<file path="config.mk">
export PLATFORM = sky130hd
export DESIGN_NAME = enet_nios_enet_bus_ctrl
export DESIGN_NICKNAME = d
export VERILOG_FILES = /design/src/rtl/enet_nios_enet_bus_ctrl.sv
export SDC_FILE = /design/constraint.sdc
export NUM_CORES = 1
export LEC_CHECK = 0
export ABC_AREA = 1
export CORE_MARGIN = 8
export CORE_UTILIZATION = 40
export CTS_BUF_LIST = sky130_fd_sc_hd__clkbuf_8
export DETAILED_ROUTE_END_ITERATION = 10
export DONT_BUFFER_PORTS = 1
export PLACE_DENSITY = 0.52
export REMOVE_ABC_BUFFERS = 1
export SETUP_SLACK_MARGIN = 0.15
export SYNTH_ARGS = -nofsm -noshare
export SYNTH_HDL_FRONTEND = slang
export SYNTH_SLANG_ARGS = --single-unit
export TNS_END_PERCENT = 50
</file>
<file path="constraint.sdc">
create_clock -name clk -period 1.96 [get_ports clk]
set_clock_uncertainty 0.2 [all_clocks]
set_input_delay 0.196 -clock clk [delete_from_list [all_inputs] [get_ports clk]]
set_output_delay 0.196 -clock clk [all_outputs]
set_load 0.01 [all_outputs]
</file>
<file path="src/rtl/enet_nios_enet_bus_ctrl.sv">
// Avalon-slave to external Ethernet chip bus controller: stretches each Avalon access into a
// timed async cycle (setup / strobe / ARDY wait / hold) and stalls the master with waitrequest.
module enet_nios_enet_bus_ctrl #(
  parameter int ADDR_W     = 4,
  parameter int DATA_W     = 16,
  parameter int SETUP_CYC  = 1,
  parameter int STROBE_CYC = 3,
  parameter int HOLD_CYC   = 1,
  parameter int ARDY_TMO   = 255
) (
  input  logic              clk,
  input  logic              reset,
  input  logic              av_chipselect,
  input  logic              av_read,
  input  logic              av_write,
  input  logic [ADDR_W-1:0] av_address,
  input  logic [DATA_W-1:0] av_writedata,
  output logic [DATA_W-1:0] av_readdata,
  output logic              av_waitrequest,
  output logic [ADDR_W-1:0] enet_addr,
  output logic [DATA_W-1:0] enet_dout,
  output logic              enet_doe,
  input  logic [DATA_W-1:0] enet_din,
  output logic              enet_cs_n,
  output logic              enet_rd_n,
  output logic              enet_wr_n,
  input  logic              enet_ardy,
  output logic              tmo_flag,
  input  logic              tmo_clr
);

  localparam int M1   = (SETUP_CYC > STROBE_CYC) ? SETUP_CYC : STROBE_CYC;
  localparam int M2   = (HOLD_CYC > ARDY_TMO) ? HOLD_CYC : ARDY_TMO;
  localparam int MAXP = (M1 > M2) ? M1 : M2;
  localparam int CW   = $clog2(MAXP) + 1;

  typedef enum logic [2:0] {IDLE, SETUP, STROBE, WAIT_RDY, HOLD, DONE} state_t;

  state_t              state_q, state_d;
  logic [CW-1:0]       cnt_q, cnt_d;
  logic                is_rd_q, is_rd_d;
  logic [ADDR_W-1:0]   addr_q, addr_d;
  logic [DATA_W-1:0]   dout_q, dout_d;
  logic [DATA_W-1:0]   rdata_q, rdata_d;
  logic                doe_q, doe_d;
  logic                cs_n_q, cs_n_d;
  logic                rd_n_q, rd_n_d;
  logic                wr_n_q, wr_n_d;
  logic                tmo_q, tmo_d;
  logic                req, fin, strobe_on;
  logic [DATA_W-1:0]   fin_val;

  assign req            = av_chipselect & (av_read | av_write);
  assign av_waitrequest = reset | (req & (state_q != DONE));

  always_comb begin
    state_d   = state_q;
    cnt_d     = cnt_q;
    is_rd_d   = is_rd_q;
    addr_d    = addr_q;
    dout_d    = dout_q;
    rdata_d   = rdata_q;
    tmo_d     = tmo_q;
    fin       = 1'b0;
    fin_val   = enet_din;
    strobe_on = 1'b0;
    if (tmo_clr) tmo_d = 1'b0;

    case (state_q)
      IDLE: if (req) begin
        is_rd_d = av_read;
        addr_d  = av_address;
        if (!av_read) dout_d = av_writedata;
        state_d = (SETUP_CYC > 0) ? SETUP : STROBE;
      end
      SETUP: if (cnt_q == '0) state_d = STROBE;
             else cnt_d = cnt_q - 1'b1;
      STROBE: if (cnt_q == '0) begin
        if (enet_ardy) fin = 1'b1;
        else state_d = WAIT_RDY;
      end else cnt_d = cnt_q - 1'b1;
      WAIT_RDY: if (enet_ardy) fin = 1'b1;
      else if (cnt_q == '0) begin
        // timeout still completes the cycle, but returns all-ones and flags it
        fin     = 1'b1;
        fin_val = '1;
        tmo_d   = 1'b1;
      end else cnt_d = cnt_q - 1'b1;
      HOLD: if (cnt_q == '0) state_d = DONE;
            else cnt_d = cnt_q - 1'b1;
      DONE:    state_d = IDLE;
      default: state_d = IDLE;
    endcase

    if (fin) begin
      state_d = (HOLD_CYC > 0) ? HOLD : DONE;
      if (is_rd_q) rdata_d = fin_val;
    end

    if (state_d != state_q) begin
      case (state_d)
        SETUP:    cnt_d = CW'(SETUP_CYC - 1);
        STROBE:   cnt_d = CW'(STROBE_CYC - 1);
        WAIT_RDY: cnt_d = CW'(ARDY_TMO - 1);
        HOLD:     cnt_d = CW'(HOLD_CYC - 1);
        default:  cnt_d = '0;
      endcase
    end

    // pins are registered from the next state so they line up with the state itself
    strobe_on = (state_d == STROBE) || (state_d == WAIT_RDY);
    cs_n_d    = !((state_d == SETUP) || strobe_on || (state_d == HOLD));
    rd_n_d    = !(strobe_on & is_rd_d);
    wr_n_d    = !(strobe_on & !is_rd_d);
    doe_d     = !cs_n_d & !is_rd_d;
  end

  always_ff @(posedge clk) begin
    if (reset) begin
      state_q <= IDLE;
      cnt_q   <= '0;
      is_rd_q <= 1'b0;
      addr_q  <= '0;
      dout_q  <= '0;
      rdata_q <= '0;
      doe_q   <= 1'b0;
      cs_n_q  <= 1'b1;
      rd_n_q  <= 1'b1;
      wr_n_q  <= 1'b1;
      tmo_q   <= 1'b0;
    end else begin
      state_q <= state_d;
      cnt_q   <= cnt_d;
      is_rd_q <= is_rd_d;
      addr_q  <= addr_d;
      dout_q  <= dout_d;
      rdata_q <= rdata_d;
      doe_q   <= doe_d;
      cs_n_q  <= cs_n_d;
      rd_n_q  <= rd_n_d;
      wr_n_q  <= wr_n_d;
      tmo_q   <= tmo_d;
    end
  end

  assign av_readdata = rdata_q;
  assign enet_addr   = addr_q;
  assign enet_dout   = dout_q;
  assign enet_doe    = doe_q;
  assign enet_cs_n   = cs_n_q;
  assign enet_rd_n   = rd_n_q;
  assign enet_wr_n   = wr_n_q;
  assign tmo_flag    = tmo_q;

endmodule
</file>
* Word-level counts from Yosys, hierarchy flattened
Cells that the tools add are included.
** Word-level totals
- Register bits :: 54
- Input bits :: 43
- Output and inout port bits :: 42
- Word-level logic and storage cells :: 72
** Operators by class
- Add/subtract/negate cells :: 1
- Equal/unequal tests :: 11
- Muxes and demuxes :: 26
- Bitwise gates (word level) :: 8
- Reduce and logical (&&, ||, !) cells :: 15
** Operators by type and width (number)
- $mux 16 :: 3
- $mux 9 :: 3
- $mux 3 :: 6
- $pmux 9 s2 :: 1
- $pmux 8 s2 :: 1
- $pmux 3 s5 :: 1
- $eq 3x2->1 const B :: 4
- $mux 1 :: 10
- $logic_not 9->1 :: 1
- $sub 9x1->9 const B :: 1
- $eq 3x1->1 const B :: 2
- $eq 3x3->1 const B :: 2
- $ne 3x3->1 const B :: 2
- $reduce_and 2->1 :: 3
- $and 1x1->1 :: 5
- $logic_not 1->1 :: 4
- $logic_not 3->1 :: 1
- $logic_or 1x1->1 :: 3
- $ne 3x3->1 :: 1
- $reduce_and 3->1 :: 1
- $reduce_bool 3->1 :: 1
- $reduce_or 3->1 :: 1
- $or 1x1->1 :: 2
- $pmux 1 s2 :: 1
- $not 1->1 :: 1

* Longest topological paths before layout
Gate-level depths: netlist of run 1.
- Depth in word-level cells :: 10
- Mapped depth :: 15
- Gate-level depth less buffers :: 15

* Worst setup path before layout of run 1
No wires, ideal clock.
- Path kind :: register to register
- Start point :: register cnt_q[0]
- End point :: register cnt_q[2]
- Arrival :: 1.597 ns
- Data required time :: 1.643 ns
- Slack :: 0.045 ns
- Stages on the path, launching flop included :: 16
- Period minus slack after synthesis :: 1.915 ns
- Cell sequence :: dfxtp_1 > inv_1 > ha_1 > inv_1 > nor2_1 > nand2_1 > nor2_2 > nand3_1 > nand3_2 > nand2_1 > nand2_2 > nand3_4 > nand2_2 > nor2_4 > nor2_1 > nor2_1
** On the way
- Longest elaborated chain between the ends :: 8
** RTL lines
- start, declared :: line 40 : logic [CW-1:0] cnt_q, cnt_d;
- start signal, assigned :: line 133 : cnt_q <= cnt_d;
- $logic_not 9->1
- $mux 1 :: line 83 : else if (cnt_q == '0) begin
- $mux 1 :: line 82 : WAIT_RDY: if (enet_ardy) fin = 1'b1;
- $pmux 1 s2 :: line 69 : case (state_q)
- $mux 3 :: line 95 : if (fin) begin
- $eq 3x2->1 / $ne 3x3->1 (equally long branches) :: line 101, 100
- $pmux 8 s2 (tied with other cells) :: line 101 : case (state_d)
- $mux 9 / $reduce_and 2->1 (equally long branches)
Parallel ways exist; a longest one is shown, timed or not. The select of a mux whose other input is x is not followed.
A chain may end at the register's enable or synchronous reset.

* Worst setup path after layout of run 1
- Start point :: register cnt_q[1]
- End point :: register cnt_q[5]
Same word-level chain as after synthesis.

==> impl_metrics.tcl, run 1 <==
set metrics [dict create \
    path_clk_slew_ns 0.10 \
    slew_headroom_pct 67.97 \
    routed_via_density 4.948 \
    ys_types 28 \
    register_area_mm2 0.001090 \
    place_congestion 0.8121 \
    syn_inst 335 \
    grt_pass1_wl_um 11700 \
    dpl_cell_area_mm2 0.002671 \
    required_ns 2.00 \
    pwr-share-clk_pct 18.7 \
    hold_path.class "in2reg" \
    holdWs_ns 0.01195 \
    endpoint_kind "flip-flop" \
    cts_tree "built" \
    status "completed" \
    ir_drop_mv 0.5002 \
    total_switching_power_mw 1.654 \
    synth_top_area_cell "dfxtp_1" \
    worst-setup-path-type "reg2reg" \
    synth_warnings 0 \
    leakagePower_nw 1.591 \
    die_area_mm2 0.008881 \
    vias 2390 \
    r2r_cells 14 \
    ys_seq_area_share_pct 44.15 \
    synth.top_cell.area_share_pct 44.15 \
    numCtsBuffers 5 \
    power.internal_mw 2.549 \
    hpwl_um 4526 \
    final_util_pct 58.73 \
    port_buffers 0 \
    floorplan.rows 28 \
    nets 452 \
    worstSetupStartpointType "flip-flop" \
    ios 85 \
    fin_area_mm2 0.003477 \
    cp_max_fo 5 \
    first_global_vias 2450 \
    coreArea_mm2 0.005921 \
    antenna-diode-count 0 \
    clk_path_buf_depth 2 \
    die_h_um 94.24 \
    grt_usage_pct 16.25 \
    synth_area_leaders "dfxtp_1 (44%), nor2_1 (11%), inv_1 (6.3%), o21ai_0 (6.1%), nand2_1 (4.8%)" \
    rsz0062_at_grt "yes" \
    antenna_found_initial 0 \
    p_sw_share_pct 39.35 \
    avgSynthCellArea_um2 7.309 \
    power_density_mw_per_mm2 1209 \
    wl_per_cell_um 14.78 \
    layout-drive-gt1-share_pct 23.28 \
    initial_core_util_pct 41.36 \
    cts_root_buf "clkbuf_8" \
    dieWidth_um 94.24 \
    critPathArrivalTime_ns 1.99 \
    area_delta_synth_final_pct 42.00 \
    drc 0 \
    grt_overflow_total 0 \
    seqPwrFrac_pct 33.9 \
    max-cap-violations 0 \
    detail_route.iter0.violations 116 \
    grt_max_degree 24 \
    drtPass1Iterations 4 \
    tightest_slew_ns 0.4800 \
    fillers 535 \
    setup_violations 0 \
    hold_viol_final 0 \
    cts.sinks 54 \
    multiInputGateArea_mm2 0.001224 \
    drv_slew 0 \
    totalWireLength_um 7141 \
    max_freq_ghz 0.5122 \
    htree_levels 2 \
    syn_area_mm2 0.002449 \
    combPwrFrac_pct 47.5 \
    period_share_pct 99.61 \
    finalCriticalPeriod_ns 1.952 \
    ys_ff_latch 54 \
    holdPathStages 3 \
    insertion_delay_ns 0.31 \
    drt.antenna.violating_nets 0 \
]
-- power by group through the flow --
stage	registers (mW)	clock network, mW	logic, mW
2_1_floorplan	1.42	0	1.13
3_3_place_gp	1.43	0	1.61
3_5_place_dp	1.43	0	1.61
4_1_cts	1.42	0.819	1.93
5_1_grt	1.44	0.846	2.25
6_report	1.42	0.785	1.99
-- synthesized netlist by cell type (all sizes together) --
cell type and number:
nand3 11, a21oi 8, ha 2, dfxtp 54, nor2 82, nor3 4
o21ai 48, clkbuf 5, nand4 6, xnor2 3, buf 7, inv 48
xor2 5, nand2 34, clkinv 1, or4 1, a31oi 16
-- state kept, by name, indices dropped and copies added (netlist names), 3 cells and up --
register	flops
av_readdata	16
cnt_q	9
enet_addr	4
enet_dout	16
state_q	3
-- layout by cell type, fill, tap and decap left out, types with 2 or more instances in the layout --
master         count
a21oi_1            7
a31oi_1           16
buf_12             2
buf_16             2
buf_4             29
buf_6              3
clkbuf_8           6
dfxtp_1           49
dfxtp_2            4
dlygate4sd3_1     39
inv_1             38
inv_2              9
nand2_1           23
nand2_2            8
nand2_4            3
nand3_1            8
nand3_2            3
nand4_1            5
nor2_1            67
nor2_2             7
nor2_4             8
nor3_1             3
o21ai_0           25
o21ai_1           22
xnor2_1            3
xor2_1             5
-- layer usage --
layer / vias up / global-route usage, % / part of all wire, %
li1: 1221 / - / -
met1: 1097 / 19.65 / 44
met2: 66 / 27.06 / 48
met3: 6 / 4.636 / 6.8
met4: 0 / 4.888 / 0.99
met5: - / 0 / 0
-- worst max-delay path, stage by stage (launching register included) --
cell	delay (ns)
dfxtp_2	0.33
inv_2	0.07
ha_4	0.14
inv_2	0.04
nor2_1	0.08
nand2_1	0.09
nor2_4	0.13
nand3_2	0.10
nand4_1	0.12
nand2_4	0.10
nand3_4	0.13
nand2_4	0.06
nor2_4	0.15
nor2_1	0.06
nor2_1	0.08
-- metrics by stage --
| step | setup TNS (ns) | setup WS [ns] | power (mW) | cells |
|---|---|---|---|---|
| 2_1_floorplan | -0.6030 | -0.07489 | 2.546 | 323 |
| 3_3_place_gp | -0.5468 | -0.08482 | 3.042 | 422 |
| 3_5_place_dp | -0.8626 | -0.1418 | 3.047 | 422 |
| 4_1_cts | -0.2344 | -0.04413 | 4.173 | 477 |
| 5_1_grt | -2.452 | -0.1674 | 4.537 | 483 |
| 6_report | 0 | 0.007563 | 4.203 | 483 |
-- repair_timing --
| action | in CTS | in global routing |
|---|---|---|
| endpoints found under the setup margin | 27 | 44 |
| pin swaps | 13 | 17 |
| hold endpoints to repair | 46 | 0 |
| resized for setup | 37 | 7 |
| setup buffers | 5 | 5 |
| cloned | 3 | 1 |
| hold buffers | 39 | 0 |
-- path summary, 6_finish.rpt --
kind | from | endpoint | slack [ns]
worst max-delay path | cnt_q[1] | cnt_q[5] | 0.008
worst min-delay path | reset | enet_dout[9] | 0.01
worst max register to register | cnt_q[1] | cnt_q[5] | 0.008
worst min register to register | tmo_flag | tmo_flag | 0.32
-- kinds of logic (layout without fill, tap and decap cells) --
group,after synthesis,in the layout,share of synthesized area [%]
compound gates,72,72,15.53
xor+xnor,8,8,2.862
fa+ha+maj,2,2,1.022
buf+inv,61,133,10.12
flops,54,54,44.15
simple gates,138,139,26.32
-- layout make-up --
type / count / area share, %
clock inverters: 2 / 1.116
repair buffers: 76 / 21.91
inverters: 49 / 5.362
clock buffers: 6 / 2.375
well taps: 75 / 2.699
flip-flops and latches: 54 / 31.34
multi-input cells: 221 / 35.19
No activity file was read; power rests on OpenSTA's default activity.
==> inputs of run 2 (changes only) <==
--- a/config.mk
+++ b/config.mk
@@ -5,7 +5,8 @@
 export SDC_FILE = /design/constraint.sdc
 export NUM_CORES = 1
 export LEC_CHECK = 0
-export ABC_AREA = 1
+export ABC_AREA = 0
+export CORE_ASPECT_RATIO = 1.2
 export CORE_MARGIN = 8
 export CORE_UTILIZATION = 40
 export CTS_BUF_LIST = sky130_fd_sc_hd__clkbuf_8
==> run 2 against run 1 <==
Compared with the run above: the flow now finishes with violations (hold timing, setup timing); die area shrank 2.9%; sequential cell count stayed put; count of clock-buffer cells in the layout fell by 1; hold slack lost 0.25 ns; largest power group unchanged; fmax fell by 12%; via count is 11% lower; non-clock buffer count is 42 lower; critical path depth down 5; global-route usage down 1.3 points; design area fell by 16%; final cell count fell by 16%; area after synthesis is 3.7% lower.
==> impl_metrics.tcl, run 2 <==
set metrics [dict create \
    first_global_vias 1911 \
    setup_violations 26 \
    die_area_mm2 0.008619 \
    max-cap-violations 0 \
    worstReg2RegStart "cnt_q[1]" \
    synth_area_leaders "dfxtp_1 (46%), nand2_1 (7.8%), nor2_1 (7.8%), a21oi_1 (6.4%), nor3_1 (4.0%)" \
    status "finished, violations left" \
    crit_start "cnt_q[1]" \
    hpwl_um 4447 \
    hold_path.class "in2reg" \
    ios 85 \
    grt_pass1_wl_um 10230 \
    syn_area_mm2 0.002359 \
    grt_max_degree 49 \
    synth.most_common_cell "dfxtp_1" \
    endpoint "av_readdata[1]" \
    path_clk_slew_ns 0.10 \
    ir_drop_mv 0.6108 \
    numCtsBuffers 5 \
    cts.sinks 54 \
    vias 2121 \
    synth_edf_count 0 \
    nets 368 \
    coreArea_mm2 0.005668 \
    layout-drive-gt1-share_pct 26.54 \
    r2r_cells 9 \
    detail_route.iter0.violations 61 \
    cts_root_buf "clkbuf_8" \
    timing.rr.end "av_readdata[1]" \
    syn_inst 300 \
    htree_levels 2 \
    violations "hold timing, setup timing" \
    area_delta_synth_final_pct 23.93 \
    port_buffers 0 \
    final_cell_mix "dfxtp_1 (51), nand2_1 (48), nor2_1 (37)" \
    cp_max_fo 8 \
    rsz0062_at_grt "yes" \
    cts_tree "built" \
    drc 0 \
    critPathArrivalTime_ns 2.23 \
    ys_types 45 \
    initial_core_util_pct 41.61 \
    grt_usage_pct 14.93 \
    fin_cells 404 \
    post-place-ws_ns -0.3280 \
    synth_top_area_cell "dfxtp_1" \
    worstSetupStartpointType "flip-flop" \
    synth_flop_cell "dfxtp_1" \
    async_reset_ff_share_pct 0 \
    placed_cells 391 \
    totalWireLength_um 6565 \
    antenna-diode-count 0 \
    slew_headroom_pct 73.78 \
    power_density_mw_per_mm2 1350 \
    required_ns 1.96 \
    synthTopCellsByCount "dfxtp_1 (54), nand2_1 (49), nor2_1 (49)" \
    grt_overflow_total 0 \
    wl_per_cell_um 16.25 \
    insertion_delay_ns 0.30 \
    leakagePower_nw 1.071 \
    holdWs_ns -0.2429 \
    worst-setup-path-type "reg2reg" \
    tightest_slew_ns 0.3903 \
    final_common_cell "dfxtp_1" \
    fin_ws_ns -0.2688 \
    hold_viol_final 47 \
    max_freq_ghz 0.4487 \
    antenna_found_initial 0 \
    floorplan.rows 30 \
    ys_ff_latch 54 \
    ys_seq_area_share_pct 45.84 \
    dieWidth_um 86.10 \
    routed_via_density 5.250 \
    synth_warnings 0 \
    place_congestion 0.8669 \
    period_share_pct 113.7 \
    drv_slew 0 \
    drtPass1Iterations 4 \
    finalCriticalPeriod_ns 2.229 \
    synth.top_cell.area_share_pct 45.84 \
    clk_path_buf_depth 2 \
    r2r_slack_ns -0.27 \
    drt.antenna.violating_nets 0 \
    endpoint_kind "flip-flop" \
    avgSynthCellArea_um2 7.862 \
    die_h_um 100.1 \
]
-- run 2: cell count changes after synthesis, moves of 6 or more --
cell | previous run | this run
nor2_4 | 6 | 0
nor2_1 | 71 | 49
inv_2 | 7 | 0
a31oi_1 | 16 | 1
nor3_1 | 4 | 19
a21oi_1 | 8 | 30
o21ai_1 | 18 | 0
inv_1 | 41 | 11
o21ai_0 | 30 | 7
o211ai_1 | 0 | 6
nand2_1 | 31 | 49
-- run 2: worst min-delay path by stage --
stage	from	endpoint	slack [ns]	depth (start not counted)
2_1_floorplan	reset	enet_addr[0]	0.07	1
6_report	reset	enet_dout[0]	-0.24	1
3_5_place_dp	reset	enet_dout[5]	0.07	1
5_1_grt	reset	enet_dout[7]	-0.27	1
3_3_place_gp	reset	enet_dout[0]	0.07	1
4_1_cts	reset	state_q[2]	-0.26	1
-- run 2: layout make-up --
| class | instances | area (µm²) |
|---|---|---|
| Clock buffer | 5 | 68.82 |
| Clock inverter | 3 | 21.27 |
| Fill cell | 549 | 2745 |
| Inverter | 11 | 41.29 |
| Multi-Input combinational cell | 217 | 1281 |
| Sequential cell | 54 | 1087 |
| Tap cell | 80 | 100.1 |
| Timing Repair Buffer | 34 | 322.8 |
-- run 2: cell families (layout without fill, tap and decap cells) --
kind of cell | Yosys count | after routing | synth area share (%)
XOR/XNOR | 2 | 2 | 0.7428
flip-flops | 54 | 54 | 45.84
buffers and inverters | 30 | 53 | 5.994
AND/OR/NAND/NOR | 152 | 153 | 29.97
AO/OA/AOI/OAI | 57 | 57 | 15.07
multiplexers | 2 | 2 | 0.9018
adder cells (fa/ha/maj) | 3 | 3 | 1.485
-- run 2: what timing repair did --
| item | CTS | global route |
|---|---|---|
| endpoints found under the setup margin | 47 | 49 |
| pin swaps | 10 | 6 |
| buffers inserted | 3 | 0 |
| endpoints found under the hold margin | 47 | 47 |
| resized for setup | 23 | 23 |
| cloned | 2 | 0 |
-- run 2: metrics by stage --
| step | area [µm²] | hold slack, ns | setup TNS, ns | util, % | total power, mW |
|---|---|---|---|---|---|
| 2_1_floorplan | 2258 | 0.06507 | -7.001 | - | 2.314 |
| 3_3_place_gp | 2609 | 0.07024 | -5.320 | 46.03 | 3.003 |
| 3_5_place_dp | 2609 | 0.07253 | -5.760 | 46.03 | 3.005 |
| 4_1_cts | 2834 | -0.2641 | -3.905 | 50.00 | 3.870 |
| 5_1_grt | 2923 | -0.2735 | -6.511 | 51.57 | 4.226 |
| 6_report | 2923 | -0.2429 | -4.282 | 51.57 | 3.946 |
-- run 2: routing by layer --
layer	wire length, µm	GRT usage, %	up-vias
li1	-	-	1058
met1	2675	18.05	984
met2	3160	23.68	71
met3	613	4.988	8
met4	115	5.811	0
met5	0	0	-
-- run 2: power by group --
part | switching, mW | internal [mW] | leakage, nW
clock | 0.364 | 0.252 | 0.0441
combinational | 0.969 | 0.975 | 0.586
sequential | 0.136 | 1.25 | 0.441
-- run 2: critical path, cell delays in order (launching register included) --
cell and delay (ns):
dfxtp_2 0.33, inv_2 0.07, ha_4 0.12, nor4b_4 0.21, and2_4 0.22, buf_6 0.10
nor2_4 0.04, or4b_4 0.59, nor2_1 0.18, nor3_2 0.06
